<file path="config.mk">
export PLATFORM = sky130hd
export DESIGN_NAME = vec_packer
export DESIGN_NICKNAME = d
export VERILOG_FILES = /design/src/rtl/vec_packer.sv
export SDC_FILE = /design/constraint.sdc
export NUM_CORES = 1
export LEC_CHECK = 0
export BUFFER_PORTS_ARGS = -buffer_cell sky130_fd_sc_hd__buf_2
export CAP_MARGIN = 20
export CORE_AREA = 3 3 125 127
export DETAILED_ROUTE_END_ITERATION = 8
export DIE_AREA = 0 0 128 130
export PLACE_DENSITY = 0.56
export SYNTH_ARGS = -nofsm -noshare
export SYNTH_HDL_FRONTEND = slang
export SYNTH_SLANG_ARGS = --single-unit
</file>
<file path="constraint.sdc">
create_clock -name clk -period 1.69 [get_ports clk]
set_input_delay 0.169 -clock clk [delete_from_list [all_inputs] [get_ports clk]]
set_output_delay 0.169 -clock clk [all_outputs]
set_load 0.01 [all_outputs]
</file>
<file path="src/rtl/vec_packer.sv">
// Serial-to-parallel packer: collects up to DATA_LENGTH elements into one packed
// vector for the min/max reduction tree, padding short rows with a neutral value.
module vec_packer #(
  parameter int DATA_WIDTH  = 16,
  parameter int DATA_LENGTH = 8,
  parameter int PAD_MAX     = 1,
  localparam int CW = ($clog2(DATA_LENGTH + 1) > 1) ? $clog2(DATA_LENGTH + 1) : 1
) (
  input  logic                              clk,
  input  logic                              rst,
  input  logic [DATA_WIDTH-1:0]             in_data,
  input  logic                              in_valid,
  output logic                              in_ready,
  input  logic                              in_last,
  output logic [DATA_WIDTH*DATA_LENGTH-1:0] out_vec,
  output logic [CW-1:0]                     out_count,
  output logic                              out_valid,
  input  logic                              out_ready
);

  localparam int IW = (DATA_LENGTH > 1) ? $clog2(DATA_LENGTH) : 1;
  localparam logic [IW-1:0] IDX_LAST = IW'(DATA_LENGTH - 1);
  localparam logic [DATA_WIDTH-1:0] PAD = (PAD_MAX != 0) ? {DATA_WIDTH{1'b1}} : '0;

  typedef enum logic {
    FILL = 1'b0,
    HOLD = 1'b1
  } state_t;

  state_t          state_reg;
  state_t          state_next;
  logic [IW-1:0]   idx_reg;
  logic [CW-1:0]   count_reg;
  logic            accept;
  logic            row_done;
  logic            release_vec;

  // Handshake outputs come straight from the state register: no input-to-output paths.
  assign in_ready    = (state_reg == FILL);
  assign out_valid   = (state_reg == HOLD);
  assign out_count   = count_reg;
  assign accept      = in_valid && in_ready;
  assign row_done    = accept && ((idx_reg == IDX_LAST) || in_last);
  assign release_vec = (state_reg == HOLD) && out_ready;

  always_comb begin
    state_next = state_reg;
    case (state_reg)
      FILL:    if (row_done) state_next = HOLD;
      HOLD:    if (out_ready) state_next = FILL;
      default: state_next = FILL;
    endcase
  end

  always_ff @(posedge clk) begin
    if (rst) begin
      state_reg <= FILL;
      idx_reg   <= '0;
      count_reg <= '0;
    end else begin
      state_reg <= state_next;
      if (row_done) begin
        count_reg <= CW'(idx_reg) + CW'(1);
      end else if (accept) begin
        idx_reg <= idx_reg + IW'(1);
      end
      if (release_vec) begin
        idx_reg   <= '0;
        count_reg <= '0;
      end
    end
  end

  // Each slot owns its register; releasing a vector re-pads every slot so a
  // following short row never exposes stale data.
  genvar gi;
  generate
    for (gi = 0; gi < DATA_LENGTH; gi++) begin : g_slot
      logic [DATA_WIDTH-1:0] slot_reg;

      always_ff @(posedge clk) begin
        if (rst || release_vec) begin
          slot_reg <= PAD;
        end else if (accept && (idx_reg == IW'(gi))) begin
          slot_reg <= in_data;
        end
      end

      assign out_vec[gi*DATA_WIDTH +: DATA_WIDTH] = slot_reg;
    end
  endgenerate

endmodule

</file>
==> flow_metrics.py, run 1 <==
metrics = {
    "status": {
        "outcome": "finished clean",
    },
    "sta": {
        "rsz0062_at_grt": "no",
        "final-hold-violation-count": 0,
        "slew_headroom": 0.578,
        "slew_viol_final": 0,
        "worstMarginPinSlew_ps": 631,
        "fmax_mhz": 654,
        "setup_viol_count_final": 0,
        "tns_ps": 0,
        "clock_skew_ps": 9.21,
        "min_period_ps": 1530,
        "finalCritPeriodShare": 0.904,
    },
    "die": {
        "die_h_um": 130,
        "rows": 44,
        "initial_core_util": 0.348,
        "die-area_um2": 16600,
        "die_w_um": 128,
        "coreArea_um2": 14500,
        "ios": 155,
    },
    "worst_setup_path": {
        "reg2reg_from": "idx_reg[0]",
        "worstPathRequired_ps": 1990,
        "arrival_ps": 1830,
        "critPathLaunch": "idx_reg[0]",
        "worstSetupPathType": "register to register",
        "r2r.worst_path.cells": 5,
        "cp-start-kind": "register",
        "end_kind": "register",
        "crit-reg2reg-capture": "idx_reg[1]",
        "ff2ff_setup_slack_ps": 160,
        "path_max_fanout": 6,
    },
    "final_layout": {
        "final_core_utilization": 0.445,
        "drive_gt1_frac": 0.337,
        "nFillCells": 1451,
        "nets": 708,
        "diodes": 0,
        "syn2layout_area_growth_pct": 28.1,
        "largest_register_ffs": 128,
    },
    "grt": {
        "overflow": 0,
        "grt_use_total": 0.184,
        "antenna_found_initial": 0,
        "grt_pass1_wl_um": 23000,
        "grt_max_degree": 68,
        "grt_pass1_vias": 4061,
    },
    "logic_synthesis": {
        "synth-compound-area-share": 0.111,
        "ys_seq_area_frac": 0.539,
        "syn_area_um2": 5050,
        "synth_edf_count": 0,
        "async_reset_ff_frac": 0,
        "avgSynthCellArea_um2": 9.44,
        "ys_ff_latch": 136,
        "synth_fa_ha_area_frac": 0.0149,
        "muxShareOfSynthArea": 0.00198,
        "synth_xor_area_frac": 0.00173,
        "synth_cell_type_count": 34,
        "synth_top_family_by_area": "simple AND/OR/NAND/NOR gates",
        "synthSimpleGateAreaFrac": 0.244,
        "syn-num-nets": 562,
        "synth-warning-count": 0,
        "synthCells": 535,
        "synth_flop_cell": "dfxtp_1",
    },
    "routing": {
        "routed_wl_um": 15300,
        "drc": 0,
        "via_per_inst": 4.97,
        "dr.pass1.iters": 4,
        "vias": 4362,
        "antenna_left": 0,
        "wl_per_cell_um": 17.4,
        "drtIter0Drc": 278,
    },
    "pwr": {
        "p_leak_nw": 2.52,
        "ir_drop_mv": 0.673,
        "p_per_area_nw_per_um2": 1180,
    },
    "clock_network": {
        "htreeDepth": 4,
        "clk_latency_ps": 420,
        "cts-root-buf": "clkbuf_16",
        "clockBufferDepth": 2,
        "cts_num_sinks": 136,
        "cts_buffers": 17,
        "tritoncts": "done",
        "clkTransAtPathRegs_ps": 60,
    },
    "placement": {
        "place_congestion": 0.780,
        "portBuffers": 154,
        "dp_hpwl_um": 10600,
    },
    "hold_path": {
        "holdPathStages": 3,
        "min_to": "g_slot[7].slot_reg[3]",
        "hp-class": "input pin to register",
        "min_from": "in_data[3]",
    },
    "job": {
        "max_cap_violations": 0,
    },
}
[cell usage after synthesis, types with 4 or more instances]
master	instances	share of area
nor3_1	88	0.087
nand2_1	64	0.048
nor3_2	8	0.016
nor2_1	12	0.0089
dfxtp_1	136	0.54
a21oi_1	101	0.10
ha_1	6	0.015
buf_4	7	0.010
buf_2	17	0.017
inv_1	4	0.0030
clkbuf_8	7	0.019
nand3_1	34	0.034
buf_6	12	0.027
nor2_4	6	0.013
[metrics by stage]
stage          instance area (um^2)  cells  power (mW)  hold slack (ps)  setup WS [ps]
2_1_floorplan                  5050    535        3.72              241            146
3_3_place_gp                   5810    843        3.89              410           77.0
3_5_place_dp                   5810    843        3.90              406          0.693
4_1_cts                        6450    878        7.72             1.26           31.7
5_1_grt                        6470    878        7.94             22.2           52.5
6_report                       6470    878        7.66             22.3            162
[metal layers]
| metal | track usage | vias up | part of all wire |
|---|---|---|---|
| li1 | - | 2147 | - |
| met1 | 0.245 | 2073 | 0.46 |
| met2 | 0.287 | 129 | 0.46 |
| met3 | 0.0495 | 13 | 0.063 |
| met4 | 0.0712 | 0 | 0.012 |
| met5 | 0 | - | 0 |
[power breakdown]
part	switching, mW	internal, mW	leakage [nW]
Combinational	0.345	0.171	1.12
Sequential	0.0477	3.27	1.11
Clock	1.39	2.44	0.295
[how the worst max path moves through the flow]
| stage | endpoint | slack (ps) |
|---|---|---|
| detailed placement | idx_reg[1] | 0.7 |
| CTS | idx_reg[2] | 30 |
| global placement | idx_reg[1] | 80 |
| finish | idx_reg[1] | 160 |
| floorplan | g_slot[7].slot_reg[10] | 150 |
| global route | idx_reg[2] | 50 |
[worst max-delay path, stage by stage (launching register included)]
cell	delay, ps
dfxtp_2	360
ha_2	220
ha_4	180
nor4b_4	370
mux2i_1	230
nor2_1	50
[what timing repair did]
action / 4_1_cts / 5_1_grt
gates resized for setup: 1 / 5
hold endpoints to repair: 3 / 0
hold buffers: 2 / 0
setup endpoints to repair: 2 / 56
setup buffers: 1 / 0
pin swaps: 1 / 3
cloned: 0 / 0
[final cells by class]
| cell class | count | area, um^2 | area share |
|---|---|---|---|
| clock buffers | 21 | 470 | 0.0727 |
| multi-input cells | 347 | 1920 | 0.296 |
| inverters | 4 | 15.0 | 0.00232 |
| flip-flops and latches | 136 | 2720 | 0.421 |
| repair buffers | 175 | 971 | 0.150 |
| well taps | 184 | 230 | 0.0356 |
| clock inverters | 11 | 145 | 0.0224 |
[layout by cell type (no fill, tap or decap), types with 2 or more instances in the layout]
master / n
bufinv_16: 3
nor2_1: 12
ha_1: 4
nor2_4: 6
dfxtp_1: 135
clkbuf_8: 3
nor3_2: 8
inv_1: 4
nor2_2: 3
and4b_1: 3
a21oi_1: 100
dlygate4sd3_1: 2
nand3b_1: 2
buf_2: 154
clkbuf_16: 17
buf_4: 16
and3b_2: 2
clkinvlp_4: 3
a211oi_1: 3
nand2_1: 64
o21ai_0: 2
clkinv_2: 3
nand3_1: 34
nor3_1: 88
and4bb_4: 2
buf_12: 3
[kinds of logic after synthesis]
logic type	after synthesis
compound gates	108
flops	136
xor+xnor	1
buf+inv	52
fa+ha+maj	6
mux	1
simple gates	231
(Power assumes the default switching activity.)
==> run 2: changes to the inputs <==
--- a/config.mk
+++ b/config.mk
@@ -5,6 +5,7 @@
 export SDC_FILE = /design/constraint.sdc
 export NUM_CORES = 1
 export LEC_CHECK = 0
+export ABC_AREA = 1
 export BUFFER_PORTS_ARGS = -buffer_cell sky130_fd_sc_hd__buf_2
 export CAP_MARGIN = 20
 export CORE_AREA = 3 3 125 127
==> flow_metrics.py, run 2 <==
metrics = {
    "status": {
        "outcome": "finished clean",
    },
    "clock_network": {
        "cts_buffers": 17,
        "clockBufferDepth": 2,
        "htreeDepth": 4,
        "clkTransAtPathRegs_ps": 60,
        "clk_latency_ps": 420,
        "tritoncts": "done",
        "cts-root-buf": "clkbuf_16",
        "cts_num_sinks": 136,
    },
    "sta": {
        "rsz0062_at_grt": "no",
        "final-hold-violation-count": 0,
        "slew_viol_final": 0,
        "setup_viol_count_final": 0,
        "tns_ps": 0,
        "finalCritPeriodShare": 0.935,
        "min_period_ps": 1580,
        "fmax_mhz": 633,
        "clock_skew_ps": 9.54,
        "worstMarginPinSlew_ps": 507,
        "slew_headroom": 0.661,
    },
    "grt": {
        "grt_max_degree": 57,
        "grt_pass1_vias": 4406,
        "grt_pass1_wl_um": 24800,
        "antenna_found_initial": 0,
        "grt_use_total": 0.195,
        "overflow": 0,
    },
    "logic_synthesis": {
        "synth_top_area_frac": 0.536,
        "synth_area_leaders": "dfxtp_1, nand3_1, nand2_1",
        "synthMostInstantiatedCell": "nand2_1",
        "ys_ff_latch": 136,
        "ys_seq_area_frac": 0.536,
        "synthTopCellsByCount": "nand2_1, nand3_1, dfxtp_1",
        "synth_edf_count": 0,
        "synth-warning-count": 0,
        "avgSynthCellArea_um2": 7.80,
        "synth_top_area_cell": "dfxtp_1",
        "synth_flop_cell": "dfxtp_1",
        "synthCells": 651,
        "synth_cell_type_count": 16,
        "async_reset_ff_frac": 0,
        "syn_area_um2": 5080,
        "syn-num-nets": 678,
    },
    "die": {
        "die_h_um": 130,
        "initial_core_util": 0.349,
        "die-area_um2": 16600,
        "rows": 44,
        "coreArea_um2": 14500,
        "die_w_um": 128,
        "ios": 155,
    },
    "routing": {
        "dr.pass1.iters": 5,
        "routed_wl_um": 16400,
        "drtIter0Drc": 443,
        "drc": 0,
        "antenna_left": 0,
        "wl_per_cell_um": 16.6,
        "via_per_inst": 4.96,
        "vias": 4886,
    },
    "worst_setup_path": {
        "arrival_ps": 1940,
        "r2r.worst_path.cells": 5,
        "worstPathRequired_ps": 2050,
        "cp-start-kind": "register",
        "end_kind": "register",
        "worstSetupPathType": "register to register",
        "path_max_fanout": 16,
    },
    "placement": {
        "place_inst": 950,
        "placedInstanceArea_um2": 5940,
        "place_congestion": 0.888,
        "portBuffers": 154,
        "dp_hpwl_um": 11000,
    },
    "hold_path": {
        "hp-class": "input pin to register",
        "holdPathStages": 3,
    },
    "final_layout": {
        "diodes": 0,
        "layout_common_cells": "nand2_1, nand3_1, buf_2",
        "nets": 815,
        "fin_cells": 985,
        "final_core_utilization": 0.451,
        "drive_gt1_frac": 0.265,
        "final_area_um2": 6550,
        "largest_register_ffs": 128,
        "syn2layout_area_growth_pct": 29.1,
        "final_common_cell": "nand2_1",
    },
    "pwr": {
        "p_leak_nw": 3.11,
        "ir_drop_mv": 0.685,
        "p_per_area_nw_per_um2": 1150,
    },
    "job": {
        "max_cap_violations": 0,
    },
}
==> run 2: layer usage <==
layer  global-route usage  share of wire  vias up  wire length (um)
li1                     -              -     2391                 -
met1                0.267           0.46     2304              7490
met2                0.296           0.46      164              7460
met3               0.0491          0.061       27               992
met4               0.0774          0.027        0               435
met5                    0              0        -                 0
==> run 2: cells by family after synthesis <==
logic type | after synthesis | share of synthesized area
buf+inv | 66 | 0.0651
simple gates | 439 | 0.379
flops | 136 | 0.536
compound gates | 4 | 0.00468
fa+ha+maj | 6 | 0.0148
==> run 2: path summary, 6_finish.rpt <==
kind | slack, ps | from | to
max reg2reg | 110 | out_valid | g_slot[4].slot_reg[13]
min reg2reg | 450 | g_slot[5].slot_reg[12] | g_slot[5].slot_reg[12]
max | 110 | out_valid | g_slot[4].slot_reg[13]
min | 80 | out_ready | g_slot[6].slot_reg[0]
==> run 2: final cells by class <==
class / instances / area [um^2]
clock inverter: 8 / 71.3
clock buffer: 24 / 482
multi-input combinational: 449 / 2050
inverter: 13 / 48.8
timing repair buffer: 171 / 951
tap: 184 / 230
sequential: 136 / 2720
fill: 1467 / 7980
==> run 2: per-stage QoR <==
stage	hold WS [ps]	total power [mW]	setup WS, ps
final	76.3	7.55	109
after global routing	83.0	7.83	11.3
after CTS	64.5	7.60	47.0
after detailed placement	386	4.15	59.9
after global placement	378	4.13	121
after floorplan	241	3.86	144
==> run 2: power by group <==
| group | leakage (nW) | internal [mW] | switching [mW] |
|---|---|---|---|
| Sequential | 1.11 | 3.32 | 0.0725 |
| Clock | 0.274 | 2.13 | 1.34 |
| Combinational | 1.73 | 0.221 | 0.474 |
| Total | 3.11 | 5.67 | 1.88 |
==> run 2: timing repair <==
item / in CTS / in global routing
resized for setup: 0 / 5
hold buffers: 1 / 0
endpoints found under the hold margin: 1 / 0
endpoints found under the setup margin: 0 / 58
buffers inserted: 0 / 2
==> run 2: critical path, stage by stage, from the launching register on <==
cell and delay, ps:
dfxtp_1 390, inv_2 160, nand2_1 320, nor2_4 420, nand2_1 120, nand3_1 110
==> run 3: changes to the inputs <==
--- a/config.mk
+++ b/config.mk
@@ -8,9 +8,9 @@
 export ABC_AREA = 1
 export BUFFER_PORTS_ARGS = -buffer_cell sky130_fd_sc_hd__buf_2
 export CAP_MARGIN = 20
-export CORE_AREA = 3 3 125 127
+export CORE_AREA = 3 3 131 121
 export DETAILED_ROUTE_END_ITERATION = 8
-export DIE_AREA = 0 0 128 130
+export DIE_AREA = 0 0 134 124
 export PLACE_DENSITY = 0.56
 export SYNTH_ARGS = -nofsm -noshare
 export SYNTH_HDL_FRONTEND = slang
==> flow_metrics.py, run 3 (synthesis gave the netlist of run 2 again) <==
metrics = {
    "pwr": {
        "clkPwrFrac": 0.458,
        "pwr-share-comb": 0.091,
        "intPower_mw": 5.72,
        "p_switching_mw": 1.79,
        "ir_drop_mv": 0.675,
        "switching_share": 0.239,
        "seqPwrFrac": 0.451,
        "p_per_area_nw_per_um2": 1150,
        "p_leak_nw": 3.10,
    },
    "routing": {
        "antenna_left": 0,
        "routed_wl_um": 15900,
        "drtIter0Drc": 405,
        "wl_per_cell_um": 15.9,
        "dr.pass1.iters": 6,
        "vias": 4794,
        "via_per_inst": 4.79,
        "drc": 0,
    },
    "worst_setup_path": {
        "crit_top_cell": "ha_1",
        "worstSetupPathType": "register to register",
        "r2r.worst_path.cells": 6,
        "crit-reg2reg-capture": "g_slot[3].slot_reg[9]",
        "cp_cell_sequence": "ha_1, ha_1, inv_1, nor2_4, nand2_1, nand3_1",
        "arrival_ps": 1850,
        "cp_slowest_cell": "dfxtp_1",
        "path_max_fanout": 16,
        "end_kind": "register",
        "reg2reg_from": "idx_reg[0]",
        "crit_path_max_incr_delay_ps": 440,
        "cp-start-kind": "register",
        "cp_top_family": "simple AND/OR/NAND/NOR gates",
        "worstPathRequired_ps": 2030,
        "path_buf_inv": 1,
        "ff2ff_setup_slack_ps": 190,
        "cp.depth": 6,
    },
    "die": {
        "initial_core_util": 0.349,
        "die-area_um2": 16600,
        "die_w_um": 134,
        "rows": 42,
        "coreArea_um2": 14600,
        "die_h_um": 124,
        "ios": 155,
    },
    "final_layout": {
        "final_common_cell": "nand2_1",
        "regArea_um2": 2720,
        "nFillCells": 1462,
        "drive_gt1_frac": 0.257,
        "final_core_utilization": 0.450,
        "largest_register_ffs": 128,
        "nets": 817,
        "layout_common_cells": "nand2_1, nand3_1, buf_2",
        "diodes": 0,
        "multiInputGateArea_um2": 2040,
        "syn2layout_area_growth_pct": 29.0,
    },
    "sta": {
        "hold_slack_ps": 97.3,
        "final-hold-violation-count": 0,
        "tns_ps": 0,
        "finalCritPeriodShare": 0.888,
        "worst_slack_ps": 189,
        "worstMarginPinSlew_ps": 443,
        "setup_viol_count_final": 0,
        "rsz0062_at_grt": "no",
        "fmax_mhz": 666,
        "min_period_ps": 1500,
        "slew_headroom": 0.705,
        "slew_viol_final": 0,
        "clock_skew_ps": 14.1,
    },
    "grt": {
        "grt_util_met3": 0.0533,
        "busiest_layer": "met2",
        "grt_pass1_wl_um": 24300,
        "grtUsageMet2": 0.312,
        "grtUsageMet1": 0.244,
        "overflow": 0,
        "grt_pass1_vias": 4460,
        "antenna_found_initial": 0,
        "grt_max_degree": 93,
        "grt_use_total": 0.191,
    },
    "clock_network": {
        "cts_buffers": 17,
        "tritoncts": "done",
        "cts_num_sinks": 136,
        "clockBufferDepth": 2,
        "clkTransAtPathRegs_ps": 60,
        "clk_latency_ps": 420,
        "cts-root-buf": "clkbuf_16",
        "htreeDepth": 4,
    },
    "status": {
        "outcome": "finished clean",
    },
    "placement": {
        "place_ws_ps": 114,
        "portBuffers": 154,
        "place_congestion": 0.788,
        "dp_hpwl_um": 10900,
    },
    "job": {
        "max_cap_violations": 0,
    },
    "hold_path": {
        "holdPathStages": 4,
        "min_to": "out_valid",
        "hp-class": "input pin to register",
        "min_from": "out_ready",
    },
}
run 3: changes by cell type in the layout (fill, tap and decap cells not counted), moves of 2 or more:
cell,before,now
buf_12,4,2
buf_4,12,16
clkbuf_1,4,9
clkinv_2,5,1
nand2_1,224,226
nand2_2,4,2
run 3: area by class of cell:
| class | count | area share |
|---|---|---|
| multi-input combinational | 449 | 0.312 |
| tap | 198 | 0.0378 |
| clock buffer | 30 | 0.0785 |
| clock inverter | 2 | 0.00535 |
| inverter | 13 | 0.00745 |
| timing repair buffer | 173 | 0.144 |
| sequential | 136 | 0.416 |
run 3: repair_timing:
item	in CTS	in global routing
setup buffers	0	3
endpoints found under the setup margin	0	33
gates resized for setup	0	2
hold buffers	1	0
endpoints found under the hold margin	1	0
run 3: layer usage:
| metal | vias up | share of wire |
|---|---|---|
| met3 | 21 | 0.071 |
| met4 | 0 | 0.015 |
| li1 | 2389 | - |
| met5 | - | 0 |
| met1 | 2221 | 0.44 |
| met2 | 163 | 0.48 |
run 3: stage by stage:
| step | std cells | total power [mW] | cell area (um^2) |
|---|---|---|---|
| after floorplan | 651 | 3.86 | 5080 |
| after global placement | 965 | 4.12 | 5950 |
| after detailed placement | 965 | 4.13 | 5950 |
| after CTS | 998 | 7.57 | 6510 |
| after global routing | 1001 | 7.83 | 6550 |
| final | 1001 | 7.51 | 6550 |
run 3: tightest hold or removal path, delay by kind of cell:
family	cells	cell delay, ps
buffers and inverters	1	110
and+or+nand+nor	3	190
run 3: worst max-delay path by stage:
stage,startpoint,endpoint,slack (ps)
after floorplan,idx_reg[0],g_slot[0].slot_reg[10],140
after global placement,out_valid,g_slot[5].slot_reg[3],150
after detailed placement,idx_reg[0],g_slot[1].slot_reg[14],110
after CTS,idx_reg[0],g_slot[1].slot_reg[14],110
after global routing,idx_reg[0],g_slot[3].slot_reg[9],5
final,idx_reg[0],g_slot[3].slot_reg[9],190
run 3: power by group through the flow:
stage                     registers, mW  logic (mW)  clock network (mW)
after global placement             3.45       0.667                   0
after CTS                          3.39       0.685                3.50
after floorplan                    3.49       0.375                   0
after global routing               3.40       0.758                3.67
after detailed placement           3.45       0.680                   0
final                              3.39       0.683                3.44
